## src/rtl/logic_pkg.sv

```systemverilog
// rtl/logic_pkg.sv - shared opcode enum and default width for the logic pipe
package logic_pkg;

  localparam int DEFAULT_WIDTH = 4;

  typedef enum logic [2:0] {
    OP_AND  = 3'b000,
    OP_OR   = 3'b001,
    OP_XOR  = 3'b010,
    OP_NOR  = 3'b011,
    OP_NAND = 3'b100,
    OP_XNOR = 3'b101,
    OP_NOTA = 3'b110,
    OP_PASS = 3'b111
  } op_e;

endpackage

```

## src/rtl/logic_alu.sv

```systemverilog
// rtl/logic_alu.sv - combinational bitwise operation unit between S1 and S2
module logic_alu
  import logic_pkg::*;
#(
  parameter int WIDTH = DEFAULT_WIDTH
) (
  input  logic [WIDTH-1:0] a,
  input  logic [WIDTH-1:0] b,
  input  logic [2:0]       op,
  output logic [WIDTH-1:0] y
);

  always_comb begin
    y = a;
    case (op_e'(op))
      OP_AND:  y = a & b;
      OP_OR:   y = a | b;
      OP_XOR:  y = a ^ b;
      OP_NOR:  y = ~(a | b);
      OP_NAND: y = ~(a & b);
      OP_XNOR: y = ~(a ^ b);
      OP_NOTA: y = ~a;
      OP_PASS: y = a;
      default: y = a;
    endcase
  end

endmodule

```

## src/rtl/logic_pipe.sv

```systemverilog
// rtl/logic_pipe.sv - two-stage valid/ready bitwise logic pipeline with delivery counter
module logic_pipe
  import logic_pkg::*;
#(
  parameter int WIDTH = DEFAULT_WIDTH
) (
  input  logic             clk,
  input  logic             rst,
  input  logic             in_valid,
  output logic             in_ready,
  input  logic [WIDTH-1:0] a,
  input  logic [WIDTH-1:0] b,
  input  logic [2:0]       op,
  output logic             out_valid,
  input  logic             out_ready,
  output logic [WIDTH-1:0] result,
  output logic             zero,
  output logic [7:0]       op_count
);

  logic             r_s1_valid;
  logic [WIDTH-1:0] r_s1_a;
  logic [WIDTH-1:0] r_s1_b;
  logic [2:0]       r_s1_op;
  logic             r_out_valid;
  logic [WIDTH-1:0] r_result;
  logic             r_zero;
  logic [7:0]       r_op_count;

  logic             w_s1_adv;
  logic             w_accept;
  logic             w_deliver;
  logic [WIDTH-1:0] w_y;

  // S1 may move on whenever S2 is empty or is being drained this cycle
  assign w_s1_adv  = r_s1_valid && (!r_out_valid || out_ready);
  assign in_ready  = !r_s1_valid || w_s1_adv;
  assign w_accept  = in_valid && in_ready;
  assign w_deliver = r_out_valid && out_ready;

  logic_alu #(.WIDTH(WIDTH)) u_alu (
    .a  (r_s1_a),
    .b  (r_s1_b),
    .op (r_s1_op),
    .y  (w_y)
  );

  always_ff @(posedge clk or posedge rst) begin
    if (rst) begin
      r_s1_valid <= 1'b0;
      r_s1_a     <= '0;
      r_s1_b     <= '0;
      r_s1_op    <= '0;
    end else if (w_accept) begin
      r_s1_valid <= 1'b1;
      r_s1_a     <= a;
      r_s1_b     <= b;
      r_s1_op    <= op;
    end else if (w_s1_adv) begin
      r_s1_valid <= 1'b0;
    end
  end

  always_ff @(posedge clk or posedge rst) begin
    if (rst) begin
      r_out_valid <= 1'b0;
      r_result    <= '0;
      r_zero      <= 1'b0;
    end else if (w_s1_adv) begin
      r_out_valid <= 1'b1;
      r_result    <= w_y;
      r_zero      <= (w_y == '0);
    end else if (out_ready) begin
      r_out_valid <= 1'b0;
    end
  end

  always_ff @(posedge clk or posedge rst) begin
    if (rst) begin
      r_op_count <= 8'd0;
    end else if (w_deliver) begin
      r_op_count <= r_op_count + 8'd1;
    end
  end

  assign out_valid = r_out_valid;
  assign result    = r_result;
  assign zero      = r_zero;
  assign op_count  = r_op_count;

endmodule

```

## config.mk

```make
export PLATFORM = sky130hd
export DESIGN_NAME = logic_pipe
export DESIGN_NICKNAME = d
export VERILOG_FILES = /design/src/rtl/logic_pkg.sv /design/src/rtl/logic_alu.sv /design/src/rtl/logic_pipe.sv
export SDC_FILE = /design/constraint.sdc
export NUM_CORES = 1
export LEC_CHECK = 0
export BUFFER_PORTS_ARGS = -buffer_cell sky130_fd_sc_hd__buf_2
export CELL_PAD_IN_SITES_DETAIL_PLACEMENT = 1
export CELL_PAD_IN_SITES_GLOBAL_PLACEMENT = 1
export CORE_UTILIZATION = 45
export DETAILED_ROUTE_END_ITERATION = 8
export GPL_TIMING_DRIVEN = 0
export PLACE_DENSITY_LB_ADDON = 0.1
export RECOVER_POWER = 25
export SYNTH_ARGS = -nofsm -noshare
export SYNTH_HDL_FRONTEND = slang
export SYNTH_SLANG_ARGS = --single-unit
```

## constraint.sdc

```tcl
create_clock -name clk -period 3.85 [get_ports clk]
set_clock_uncertainty 0.05 [all_clocks]
set_input_delay 0.1925 -clock clk [delete_from_list [all_inputs] [get_ports clk]]
set_output_delay 0.1925 -clock clk [all_outputs]
set_load 0.01 [all_outputs]
```

==> results.toml, run 1 <==
[status]
status = "finished, final reports clean"

[floorplan]
start_util_pct = 47.34
num_rows = 20
die-width_um = 58.67
dieArea_mm2 = 0.003442
core_mm2 = 0.003053
die_h_um = 58.67
boundaryPins = 30

[clock_tree]
root_buffer = "clkbuf_4"
cts_sinks = 26
cts_setup_buffers = 0
clockBufferDepth = 2
cts_hold_buf = 0
cts_buffers = 3
cts_tree = "done"
cts_htree_levels = 1
postCtsResizedCells = 0
path_clk_slew_ns = 0.14
insertion_delay_ns = 0.31

[global_route]
grtUsageMet1_pct = 21.99
top_usage_layer = "met2"
grt_antenna_before_repair = 0
grt_max_degree = 27
grt_overflow_total = 0
met2_usage_pct = 33.66
first_global_vias = 1051
track_usage_pct = 18.49
grt_pass1_wl_mm = 4.726
met3_usage_pct = 4.615

[setup_path]
r2r-end = "result[1]$_DFFE_PP0P_"
cp_slowest_cell = "mux4_2"
critPathLaunchType = "flop"
path_cells = "inv_1 > ha_1 > mux2_4 > mux4_2 > mux2_2"
cp_data_arrival_time_ns = 2.11
path_class = "flop to flop"
ff2ff_path_depth = 5
rr_startpoint = "r_s1_a[1]$_DFFE_PP0P_"
endpoint = "result[1]$_DFFE_PP0P_"
critPathMaxStageDelay_ns = 0.49
critPathLaunch = "r_s1_a[1]$_DFFE_PP0P_"
reg2reg_slack_ns = 1.90
cp.required_ns = 4.01
critical_path.endpoint_type = "flop"
worst-path-max-fanout = 4

[sta]
fin_crit_sh_pct = 50.77
drv_slew = 0
setup_viol = 0
rsz0062_at_grt = "no"
worst_pin_slew_ns = 1.001
slew_headroom_pct = 33.19
finalHoldViolations = 0
finalCriticalPeriod_ns = 1.955
max_clock_freq_ghz = 0.5116
worst_slack_ns = 1.895
tns_ns = 0
fin_hold_ws_ns = 0.03506

[layout]
layout_commonest_cell = "buf_2"
layout.nets = 182
fin_area_mm2 = 0.001668
final_cell_mix = "buf_2 (32), dfrtp_1 (26), mux2_2 (16), inv_1 (10)"
layout-drive-gt1-share_pct = 36.54
n_fill_cell = 361
area_delta_synth_final_pct = 15.41
antenna_cells = 0
final_util_pct = 54.63
stdcell_count = 200

[power_and_ir_drop]
power_mw = 0.8552
power.leakage_nw = 0.8337
vdd_drop_max_v = 0.0002366
seqPwrFrac_pct = 47.2
clock_power_share_pct = 13.1
p_switching_mw = 0.3023
powerDensity_mw_per_mm2 = 512.8
sw_frac_of_total_pct = 35.34
comb_power_share_pct = 39.7
p_int_mw = 0.5529

[synthesis]
syn_inst = 124
synth.ff_latch_count = 26
ys_async_sr_fraction_pct = 100.0
yosysWarnings = 0
yosys.area.top_type_share_pct = 45.02
yosysTopAreaCell = "dfrtp_1"
netlist_area_mm2 = 0.001445
synth_area_leaders = "dfrtp_1 (45%), mux2_2 (12%), ha_1 (7.8%)"
synth.distinct_cells = 29
ys_seq_area_share_pct = 45.02
avgSynthCellArea_um2 = 11.65
synth_fp_nets = 148
synth_edf_count = 0
synthFlopType = "dfrtp_1"

[placement]
post-place-ws_ns = 1.905
io_buffers = 29
gp_congestion = 0.7044
dp.final_hpwl_mm = 2.201
dpl-instance-area_mm2 = 0.001645
dp_cells = 197

[route]
dr.pass1.iters = 2
drc = 0
drt_iter0_drc = 23
routed_via_density = 5.080
final_antenna_net_count = 0
wl_per_cell_um = 14.13
dr_total_vias = 1016
wl_mm = 2.826

[flow_run]
maxCapViolCount = 0

[hold_path]
hp-class = "primary input to asynchronous set/reset pin"
## power by group through the flow
| stage | sequential [mW] | combinational (mW) | clock, mW |
|---|---|---|---|
| 3_5_place_dp | 0.411 | 0.343 | 0 |
| 2_1_floorplan | 0.426 | 0.209 | 0 |
| 3_3_place_gp | 0.404 | 0.323 | 0 |
| 5_1_grt | 0.416 | 0.382 | 0.126 |
| 4_1_cts | 0.405 | 0.345 | 0.117 |
| 6_report | 0.403 | 0.340 | 0.112 |
## cells by family (layout without fill, tap and decap cells)
logic type | count (synthesis) | in the layout | synth area share (%)
multiplexers | 26 | 26 | 21.47
adder cells (fa/ha/maj) | 9 | 9 | 7.792
AND/OR/NAND/NOR | 25 | 25 | 8.745
XOR/XNOR | 10 | 10 | 6.060
flip-flops | 26 | 26 | 45.02
buffers and inverters | 16 | 48 | 5.195
AO/OA/AOI/OAI | 12 | 12 | 5.714
## registers in the layout, indices dropped and copies added, names as in the netlist
signal / count
result: 4
r_s1_op: 3
r_s1_a: 4
out_valid: 1
r_s1_valid: 1
op_count: 8
r_s1_b: 4
zero: 1
## worst min path at each step
stage | start | end | slack, ns | cells after the start
after floorplan | rst | op_count[0]$_DFFE_PP0P_ | 0.18 | 1
after global placement | in_valid | r_s1_valid$_DFFE_PP0P_ | 0.35 | 2
after detailed placement | in_valid | r_s1_valid$_DFFE_PP0P_ | 0.36 | 2
after CTS | in_valid | r_s1_valid$_DFFE_PP0P_ | 0.02 | 2
after global routing | in_valid | r_s1_valid$_DFFE_PP0P_ | 0.02 | 2
final | rst | op_count[7]$_DFFE_PP0P_ | 0.04 | 2
## layout make-up
type | instances | area (um2) | area share, %
inverter | 10 | 37.54 | 2.251
clock buffer | 3 | 22.52 | 1.350
sequential | 26 | 650.6 | 39.01
multi-input combinational | 82 | 719.4 | 43.14
timing repair buffer | 29 | 145.1 | 8.702
tap | 44 | 55.05 | 3.301
buffer | 6 | 37.54 | 2.251
## layer usage
layer | wire [um] | part of all wire [%] | vias up
met4 | 16 | 0.57 | 0
met2 | 1477 | 52 | 18
met3 | 89 | 3.1 | 2
met5 | 0 | 0 | -
li1 | - | - | 490
met1 | 1244 | 44 | 506
## synth_stat cells (all sizes together) (4+ instances only)
| cell type | number |
|---|---|
| xnor2 | 6 |
| buf | 6 |
| nand2 | 9 |
| dfrtp | 26 |
| inv | 10 |
| mux2i | 7 |
| o21ai | 4 |
| xor2 | 4 |
| mux2 | 17 |
| nand2b | 4 |
| nand3 | 4 |
| ha | 9 |
## critical path, delay by kind of cell (launching register included)
| family | cells | cell delay [ns] |
|---|---|---|
| flip-flops | 1 | 0.41 |
| multiplexers | 3 | 1.03 |
| adder cells (fa/ha/maj) | 1 | 0.30 |
| buffers and inverters | 1 | 0.07 |
(Power assumes the default switching activity.)
==> run 2: changes to the inputs <==
CORE_UTILIZATION = 42   (was 45)
clock period = 1.8 ns   (was 3.85 ns; I/O delays follow)
==> run 2 against run 1 <==
The flow now finishes with violations (negative setup slack). First-iteration DRC count up 83%. Final cell count up 10%. Non-clock buffer count up 19. Power up 140%. Clock power rose to 3.7 times the previous value. Utilization up 5.2 points. Critical path depth unchanged. Register-to-register slack worse by 2.0 ns. Cell area up 13%. Clock-buffer cell count unchanged. Sequential power up 110%. Fmax up 3.0%. Critical path type unchanged. Critical endpoint unchanged. Highest routed layer unchanged.
==> results.toml, run 2 (synthesis gave the netlist of run 1 again) <==
[status]
status = "complete, but fails checks"
violations = "negative setup slack"

[power_and_ir_drop]
power.leakage_nw = 0.8994
powerDensity_mw_per_mm2 = 1095
vdd_drop_max_v = 0.0004361

[clock_tree]
insertion_delay_ns = 0.33
root_buffer = "clkbuf_4"
cts_tree = "done"
cts_buffers = 3
cts_htree_levels = 1
clockBufferDepth = 2
path_clk_slew_ns = 0.15
cts_sinks = 26

[layout]
area_delta_synth_final_pct = 30.65
layout.nets = 201
antenna_cells = 0
final_util_pct = 59.88
layout_commonest_cell = "dfrtp_1"
largest_register_ffs = 8
layout-drive-gt1-share_pct = 31.82
final_cell_mix = "dfrtp_1 (26), buf_2 (20), mux2_2 (14), dlygate4sd3_1 (14), clkbuf_1 (12)"

[setup_path]
critical_path.endpoint_type = "flop"
cp.required_ns = 1.99
worst-path-max-fanout = 3
critPathLaunchType = "flop"
critPathMostFrequentCell = "mux2_4"
path_cells = "inv_2 > ha_4 > mux2_4 > mux4_2 > mux2_4"
cp_slowest_cell = "mux4_2"
cp_data_arrival_time_ns = 2.09
ff2ff_path_depth = 5
rr_startpoint = "r_s1_b[1]$_DFFE_PP0P_"
critPathLaunch = "r_s1_b[1]$_DFFE_PP0P_"
timing.critical_path.buf_inv = 1
endpoint = "result[1]$_DFFE_PP0P_"
r2r-end = "result[1]$_DFFE_PP0P_"
path_depth = 5
path_class = "flop to flop"
crit_family = "multiplexers"
critPathMaxStageDelay_ns = 0.50
reg2reg_slack_ns = -0.1

[hold_path]
hold_path_depth = 3
min_from = "a[2]"
hp-class = "primary input to flop"

[global_route]
grt_max_degree = 27
grt_antenna_before_repair = 0
first_global_vias = 1164
grt_pass1_wl_mm = 5.216
track_usage_pct = 19.52
grt_overflow_total = 0

[floorplan]
num_rows = 20
dieArea_mm2 = 0.003680
die-width_um = 60.66
core_mm2 = 0.003153
die_h_um = 60.66
boundaryPins = 30
start_util_pct = 45.83

[route]
drc = 0
route.met3.wl_um = 65
drt_iter0_drc = 42
final_antenna_net_count = 0
wl_per_cell_um = 14.24
dr.max_layer_used = "met4"
dr.pass1.iters = 4
dr_wl_met2_mm = 1.686
routed_via_density = 4.918
wl_met1_mm = 1.361
wl_mm = 3.133
dr_total_vias = 1082

[sta]
finalHoldViolations = 0
worst_pin_slew_ns = 1.007
setup_viol = 2
slew_headroom_pct = 32.81
worst_slack_ns = -0.09848
rsz0062_at_grt = "yes"
tns_ns = -0.1771
max_clock_freq_ghz = 0.5267
finalCriticalPeriod_ns = 1.898
drv_slew = 0
fin_crit_sh_pct = 105.5

[placement]
gp_congestion = 0.7280
io_buffers = 29
dp.final_hpwl_mm = 2.250

[flow_run]
maxCapViolCount = 0
-- run 2: per-layer routing --
layer | global-route usage, % | up-vias
li1 | - | 529
met3 | 1.919 | 2
met4 | 6.818 | 0
met5 | 0 | -
met2 | 36.89 | 19
met1 | 22.82 | 532
-- run 2: how the worst min path moves through the flow --
stage | slack [ns] | to
final | 0.45 | r_s1_a[2]$_DFFE_PP0P_
after global routing | 0.45 | r_s1_valid$_DFFE_PP0P_
after CTS | 0.44 | r_s1_a[2]$_DFFE_PP0P_
after detailed placement | 0.27 | r_s1_valid$_DFFE_PP0P_
after global placement | 0.25 | r_s1_valid$_DFFE_PP0P_
after floorplan | 0.08 | op_count[0]$_DFFE_PP0P_
-- run 2: through the flow --
stage / area, um2 / worst slack, ns / cells / hold WS [ns] / power, mW
after floorplan: 1445 / -0.03456 / 124 / 0.08002 / 1.358
after CTS: 1894 / -0.1178 / 219 / 0.4448 / 2.116
after global placement: 1645 / -0.09621 / 197 / 0.2517 / 1.553
final: 1888 / -0.09848 / 220 / 0.4526 / 2.068
after global routing: 1888 / -0.1717 / 220 / 0.4503 / 2.219
after detailed placement: 1645 / -0.1725 / 197 / 0.2663 / 1.616
-- run 2: where the power goes --
part | total, mW | switching, mW | internal [mW]
registers | 0.862 | 0.127 | 0.735
clock network | 0.416 | 0.190 | 0.225
logic | 0.791 | 0.383 | 0.408
total | 2.07 | 0.700 | 1.37
-- run 2: area by class of cell --
type                       instances  area (um2)
multi-input combinational         82       745.7
sequential                        26       650.6
fill                             355        1265
buffer                             6       38.79
inverter                          10       37.54
tap                               44       55.05
timing repair buffer              48       307.8
clock buffer                       3       22.52
clock inverter                     1       30.03
-- run 2: worst min-delay path: stages --
cell           delay, ns
dlygate4sd3_1       0.51
buf_2               0.09
mux2_2              0.12
-- run 2: timing repair --
item / 4_1_cts / 5_1_grt
hold buffers: 14 / 0
resized for setup: 6 / 3
hold endpoints to repair: 39 / 0
setup endpoints to repair: 4 / 4
setup buffers: 4 / 1
pin swaps: 2 / 1
gates cloned: 0 / 0
